--- src/rtl/reg_loader_pkg.sv ---
`default_nettype none
// ============================================================================
//  Module      : reg_loader_pkg
//  Description : Shared constants, FSM state encoding and count helper for
//                reg_loader and its byte_packer.
//  Optional    : REG_LOADER_READBACK_EN (adds the VERIFY state in reg_loader)
//  Revision    : 1.0 - initial release
// ============================================================================
package reg_loader_pkg;

  localparam int WORD_BYTES = 8;
  localparam int REG_COUNT  = 32;
  localparam int ADDR_W     = 5;
  localparam int CNT_W      = 6;

  localparam logic [CNT_W-1:0] MAX_COUNT = CNT_W'(REG_COUNT);

  typedef logic [2:0] state_t;

  localparam state_t ST_IDLE    = 3'd0;
  localparam state_t ST_COLLECT = 3'd1;
  localparam state_t ST_WRITE   = 3'd2;
  localparam state_t ST_VERIFY  = 3'd3;
  localparam state_t ST_DONE    = 3'd4;

  // A count starts real work only in 1..REG_COUNT.
  function automatic logic count_legal(input logic [CNT_W-1:0] c);
    return (c != '0) && (c <= MAX_COUNT);
  endfunction

endpackage
`default_nettype wire

--- src/rtl/byte_packer.sv ---
`default_nettype none
// ============================================================================
//  Module      : byte_packer
//  Description : Assembles eight streamed bytes into a 64-bit word using a
//                shift register and a 3-bit byte counter.
//  Ports       : clk, rst_n        clock / async active-low reset
//                i_clear           drop any partial word, restart at byte 0
//                i_shift           accept i_byte this cycle
//                i_lsb_first       1: first byte ends in [7:0], 0: in [63:56]
//                i_byte            payload byte
//                o_word            assembled word (registered)
//                o_last            next accepted byte completes the word
//  Revision    : 1.0 - initial release
// ============================================================================
module byte_packer
  import reg_loader_pkg::*;
(
  input  logic        clk,
  input  logic        rst_n,
  input  logic        i_clear,
  input  logic        i_shift,
  input  logic        i_lsb_first,
  input  logic [7:0]  i_byte,
  output logic [63:0] o_word,
  output logic        o_last
);

  logic [63:0] r_word;
  logic [2:0]  r_cnt;

  always_ff @(posedge clk or negedge rst_n) begin
    if (!rst_n) begin
      r_word <= '0;
      r_cnt  <= '0;
    end else if (i_clear) begin
      r_word <= '0;
      r_cnt  <= '0;
    end else if (i_shift) begin
      // After eight shifts every bit has been replaced, so no clear is
      // needed between consecutive words.
      r_word <= i_lsb_first ? {i_byte, r_word[63:8]} : {r_word[55:0], i_byte};
      r_cnt  <= r_cnt + 3'd1;
    end
  end

  assign o_word = r_word;
  assign o_last = (r_cnt == 3'(WORD_BYTES - 1));

endmodule
`default_nettype wire

--- src/rtl/reg_loader.sv ---
`default_nettype none
// ============================================================================
//  Module      : reg_loader
//  Description : Loads COUNT 64-bit words from a byte stream into a register
//                file via its side-write port, starting at BASE_ADDR and
//                wrapping modulo 32.
//  Optional    : REG_LOADER_READBACK_EN - after each write, one VERIFY cycle
//                compares dff against swdata; a mismatch sets err (sticky).
//  Ports       : clk, rst_n            clock / async active-low reset
//                start, abort          command / cancel
//                base_addr, count      first register / number of words
//                in_byte, in_valid,    byte stream with handshake
//                in_ready
//                swaddr, swdata, swena register-file side write
//                dff                   register-file readback at swaddr
//                busy, done, err       status (all registered)
//  Revision    : 1.0 - initial release
// ============================================================================
module reg_loader
  import reg_loader_pkg::*;
#(
  parameter int LSB_FIRST = 1
) (
  input  logic              clk,
  input  logic              rst_n,
  input  logic              start,
  input  logic              abort,
  input  logic [ADDR_W-1:0] base_addr,
  input  logic [CNT_W-1:0]  count,
  input  logic [7:0]        in_byte,
  input  logic              in_valid,
  output logic              in_ready,
  output logic [ADDR_W-1:0] swaddr,
  output logic [63:0]       swdata,
  output logic              swena,
  input  logic [63:0]       dff,
  output logic              busy,
  output logic              done,
  output logic              err
);

  state_t            r_state;
  state_t            w_next;
  logic              r_in_ready, r_swena, r_busy, r_done, r_err;
  logic              w_in_ready_nxt, w_swena_nxt, w_busy_nxt, w_done_nxt, w_err_nxt;
  logic [ADDR_W-1:0] r_addr;
  logic [CNT_W-1:0]  r_left;
  logic [63:0]       w_word;
  logic              w_pk_last;

  logic w_busy_st, w_start, w_legal, w_abort, w_accept, w_last_byte;
  logic w_word_end, w_last_word;

  assign w_busy_st   = (r_state == ST_COLLECT) || (r_state == ST_WRITE) ||
                       (r_state == ST_VERIFY);
  assign w_start     = (r_state == ST_IDLE) && start;
  assign w_legal     = count_legal(count);
  assign w_abort     = abort && w_busy_st;
  // A byte arriving together with abort is discarded.
  assign w_accept    = (r_state == ST_COLLECT) && in_valid && !abort;
  assign w_last_byte = w_accept && w_pk_last;
  assign w_last_word = (r_left == CNT_W'(1));

`ifdef REG_LOADER_READBACK_EN
  assign w_word_end  = (r_state == ST_VERIFY) && !abort;
`else
  assign w_word_end  = (r_state == ST_WRITE) && !abort;
  logic w_unused_dff;
  assign w_unused_dff = ^dff;
`endif

  // State register plus registered outputs.
  always_ff @(posedge clk or negedge rst_n) begin
    if (!rst_n) begin
      r_state    <= ST_IDLE;
      r_in_ready <= 1'b0;
      r_swena    <= 1'b0;
      r_busy     <= 1'b0;
      r_done     <= 1'b0;
      r_err      <= 1'b0;
    end else begin
      r_state    <= w_next;
      r_in_ready <= w_in_ready_nxt;
      r_swena    <= w_swena_nxt;
      r_busy     <= w_busy_nxt;
      r_done     <= w_done_nxt;
      r_err      <= w_err_nxt;
    end
  end

  // Next-state logic.
  always_comb begin
    w_next = r_state;
    case (r_state)
      ST_IDLE:    if (start) w_next = w_legal ? ST_COLLECT : ST_DONE;
      ST_COLLECT: begin
        if (abort)            w_next = ST_IDLE;
        else if (w_last_byte) w_next = ST_WRITE;
      end
      ST_WRITE: begin
        if (abort) w_next = ST_IDLE;
`ifdef REG_LOADER_READBACK_EN
        else       w_next = ST_VERIFY;
`else
        else       w_next = w_last_word ? ST_DONE : ST_COLLECT;
`endif
      end
`ifdef REG_LOADER_READBACK_EN
      ST_VERIFY: begin
        if (abort) w_next = ST_IDLE;
        else       w_next = w_last_word ? ST_DONE : ST_COLLECT;
      end
`endif
      ST_DONE:    w_next = ST_IDLE;
      default:    w_next = ST_IDLE;
    endcase
  end

  // Output decode: outputs are flopped, so decode the state being entered.
  always_comb begin
    w_in_ready_nxt = (w_next == ST_COLLECT);
    w_swena_nxt    = (w_next == ST_WRITE);
    w_busy_nxt     = (w_next == ST_COLLECT) || (w_next == ST_WRITE) ||
                     (w_next == ST_VERIFY);
    w_done_nxt     = (w_next == ST_DONE);
    w_err_nxt      = r_err;
    if (w_start) w_err_nxt = (count > MAX_COUNT);
`ifdef REG_LOADER_READBACK_EN
    if ((r_state == ST_VERIFY) && !abort && (dff != w_word)) w_err_nxt = 1'b1;
`endif
  end

  // Address / remaining-word bookkeeping; address wraps naturally at 32.
  always_ff @(posedge clk or negedge rst_n) begin
    if (!rst_n) begin
      r_addr <= '0;
      r_left <= '0;
    end else if (w_start && w_legal) begin
      r_addr <= base_addr;
      r_left <= count;
    end else if (w_word_end) begin
      r_addr <= r_addr + ADDR_W'(1);
      r_left <= r_left - CNT_W'(1);
    end
  end

  byte_packer u_packer (
    .clk         (clk),
    .rst_n       (rst_n),
    .i_clear     (w_start || w_abort),
    .i_shift     (w_accept),
    .i_lsb_first (LSB_FIRST != 0),
    .i_byte      (in_byte),
    .o_word      (w_word),
    .o_last      (w_pk_last)
  );

  assign in_ready = r_in_ready;
  assign swaddr   = r_addr;
  assign swdata   = w_word;
  assign swena    = r_swena;
  assign busy     = r_busy;
  assign done     = r_done;
  assign err      = r_err;

endmodule
`default_nettype wire

--- config.mk ---
export PLATFORM = sky130hd
export DESIGN_NAME = reg_loader
export DESIGN_NICKNAME = d
export VERILOG_FILES = /design/src/rtl/reg_loader_pkg.sv /design/src/rtl/byte_packer.sv /design/src/rtl/reg_loader.sv
export SDC_FILE = /design/constraint.sdc
export NUM_CORES = 1
export LEC_CHECK = 0
export CORE_MARGIN = 2
export CORE_UTILIZATION = 55
export CTS_BUF_LIST = sky130_fd_sc_hd__clkbuf_16
export DETAILED_ROUTE_END_ITERATION = 10
export DONT_BUFFER_PORTS = 1
export GPL_ROUTABILITY_DRIVEN = 0
export GPL_TIMING_DRIVEN = 0
export PLACE_DENSITY = 0.7
export RECOVER_POWER = 50
export SKIP_CTS_REPAIR_TIMING = 1
export SYNTH_ARGS = -nofsm -noshare
export SYNTH_HDL_FRONTEND = slang
export SYNTH_HIERARCHICAL = 1
export SYNTH_SLANG_ARGS = --single-unit
--- constraint.sdc ---
create_clock -name clk -period 5.9 [get_ports clk]
set_clock_uncertainty 0.2 [all_clocks]
set_input_delay 1.18 -clock clk [delete_from_list [all_inputs] [get_ports clk]]
set_output_delay 1.18 -clock clk [all_outputs]
set_load 0.05 [all_outputs]
==> flow_summary.json <==
{
  "drive_above_1_share_pct": 10.7,
  "final_nets": 511,
  "clock-sinks": 86,
  "ant_nets": 0,
  "min_period_ns": 2.96,
  "antenna_found_initial": 0,
  "worstMarginPinSlew_ns": 0.943,
  "worstSetupPathDepth": 6,
  "yosys.area_share.xor_xnor_pct": 1.60,
  "slowest_delay_ns": 0.73,
  "grt_pass1_vias": 3254,
  "cts_tree": "yes",
  "drv_slew": 0,
  "synth_top_family_by_area": "multiplexers",
  "grt_max_degree": 87,
  "synthAdderAreaFrac_pct": 1.43,
  "fp-row-count": 32,
  "netlist_top_cells_count": "dfrtp_1, nor2_1, mux2i_1",
  "globalRouteOverflowTotal": 0,
  "required_ns": 5.94,
  "path_max_fanout": 10,
  "cts-root-buf": "clkbuf_16",
  "synth.most_common_cell": "dfrtp_1",
  "clk_latency_ns": 0.34,
  "hp-class": "register to register",
  "syn_area_per_cell_um2": 10.8,
  "drt-wirelength-per-cell_um": 22.4,
  "io_buffers": 0,
  "synth_enable_flop_cells": 0,
  "finalSetupViolCount": 0,
  "initial_core_util_pct": 56.7,
  "worstSetupPathType": "primary input to register",
  "netlist.area_leader.share_pct": 49.1,
  "nFillCells": 622,
  "clk_pin_slew_ns": 0.06,
  "dieHeight_um": 93.2,
  "diodes": 0,
  "grt_pass1_wl_um": 18600,
  "synth_cells": 407,
  "dieArea_um2": 8690,
  "syn-num-nets": 500,
  "die_w_um": 93.2,
  "hold_viol_final": 0,
  "setup.worst_path.start_class": "primary input",
  "clk_path_buf_depth": 2,
  "slew_headroom_pct": 36.9,
  "num_vias": 3367,
  "powerDensity_nw_per_um2": 366,
  "synthArstFlopShare_pct": 100,
  "synth_flop_cell": "dfrtp_1",
  "synth_area_leaders": "dfrtp_1, mux2i_1, a211oi_1, nor2_1, buf_8",
  "hpwl_um": 8140,
  "numCtsBuffers": 9,
  "synthSimpleGateAreaFrac_pct": 11.7,
  "max_freq_ghz": 0.338,
  "synth_cell_types": 42,
  "holdPathStages": 2,
  "synth_seq_cells": 86,
  "htree_levels": 3,
  "outcome": "finished, final reports clean",
  "syn_to_final_growth_pct": 9.68,
  "critPathArrivalTime_ns": 3.00,
  "ys_warn_count": 6,
  "wirelength_um": 11700,
  "finalSetupTns_ns": 0,
  "firstDrtPassIters": 5,
  "grtUsageTotal_pct": 28.1,
  "path_buf_inv": 2,
  "rsz0062_at_grt": "false",
  "synth_top_area_cell": "dfrtp_1",
  "hp-start": "u_packer/r_cnt[2]",
  "cpMaxStageDelayCell": "or4b_2",
  "drc_errors": 0,
  "viasPerCell": 6.43,
  "finalCritPeriodShare_pct": 50.2,
  "synth-compound-area-share_pct": 15.1,
  "worstRegToRegCells": 6,
  "power.leakage_nw": 2.10,
  "synth_area_um2": 4380,
  "utilization_pct": 62.2,
  "vdd_drop_max_uv": 158,
  "r2r_end": "u_packer/o_word[2]",
  "rr_startpoint": "r_state[1]",
  "r2r_slack_ns": 3.38,
  "crit_family": "simple AND/OR/NAND/NOR gates",
  "path_common_cell": "nor2_1",
  "min_to": "u_packer/r_cnt[2]",
  "end_kind": "register",
  "drt_iter0_markers": 278,
  "synth-seq-area-share_pct": 49.1,
  "synth_mux_area_share_pct": 15.4,
  "num_io_pins": 162,
  "design.core.area_um2": 7730,
  "cp-startpoint": "abort",
  "cp_cell_sequence": "or4b_2, nor2_1, buf_2, clkbuf_1, nor2_1, a211oi_1",
  "drv_cap": 0
}
[report_power, final]
part           leakage [nW]  switching, mW  total, mW  internal (mW)
sequential             1.16          0.299      0.954          0.655
clock                 0.138          0.239      0.567          0.329
combinational         0.801          0.130      0.239          0.109
total                  2.10          0.668       1.76           1.09
[routing by layer]
| layer | share of wire (%) | GRT usage (%) | vias up | routed length, um |
|---|---|---|---|---|
| met1 | 43 | 40.1 | 1718 | 5080 |
| met3 | 9.8 | 10.1 | 10 | 1150 |
| met4 | 0.98 | 6.62 | 0 | 115 |
| met5 | 0 | 0 | - | 0 |
| li1 | - | - | 1506 | - |
| met2 | 46 | 41.1 | 133 | 5370 |
[tightest hold or removal path, delay by kind of cell, from the launching register on]
family	cells	cell delay [ns]
DFF	1	0.35
and+or+nand+nor	1	0.08
muxes	1	0.07
[sequential cells by signal (all words and copies together) (netlist names)]
signal / cells
u_packer/o_word: 64
err: 1
in_ready: 1
swena: 1
busy: 1
r_left: 6
u_packer/r_cnt: 3
r_state: 3
done: 1
swaddr: 5
[metrics by stage]
step | setup slack (ns) | hold slack [ns] | power (mW) | cells | area (um2)
after floorplan | 2.92 | 0.290 | 1.12 | 407 | 4380
after global placement | 2.63 | 0.306 | 1.19 | 509 | 4510
after detailed placement | 2.61 | 0.318 | 1.20 | 509 | 4510
after CTS | 2.97 | 0.328 | 1.76 | 524 | 4800
after global routing | 2.83 | 0.325 | 1.83 | 524 | 4800
final | 2.94 | 0.329 | 1.76 | 524 | 4800
[layout by cell type (no fill, tap or decap), types with 3 or more instances in the layout]
cell type	Yosys	routed
a211oi_1	64	64
nand2_1	11	11
buf_8	6	6
ha_1	5	5
nor2_1	79	79
o21ai_0	9	9
dfrtp_1	86	86
buf_2	10	10
buf_6	3	3
xnor2_1	7	7
o211ai_1	4	4
buf_1	3	3
clkbuf_16	0	9
nor3_1	5	5
inv_1	4	4
mux2i_1	66	66
clkbuf_1	10	10
nand3_1	6	6
[how the worst max path moves through the flow]
stage | endpoint | slack, ns
global route | u_packer/o_word[2] | 2.83
floorplan | u_packer/o_word[16] | 2.92
finish | u_packer/o_word[2] | 2.94
global placement | u_packer/o_word[56] | 2.63
CTS | u_packer/o_word[62] | 2.97
detailed placement | u_packer/o_word[59] | 2.61
[logic make-up after synthesis]
logic type               count (synthesis)
AND/OR/NAND/NOR                        114
AO/OA/AOI/OAI                           89
flip-flops                              86
multiplexers                            67
buffers and inverters                   37
XOR/XNOR                                 8
adder cells (fa/ha/maj)                  5
other                                    1
[area by class of cell]
class	instances	area, um2	share of cell area (%)
well taps	102	128	2.66
clock buffers	9	225	4.69
inverters	4	15.0	0.312
multi-input cells	284	1980	41.3
plain buffers	33	230	4.79
clock inverters	6	71.3	1.48
flip-flops and latches	86	2150	44.8
Note: power is estimated with default switching activity, not from simulation.
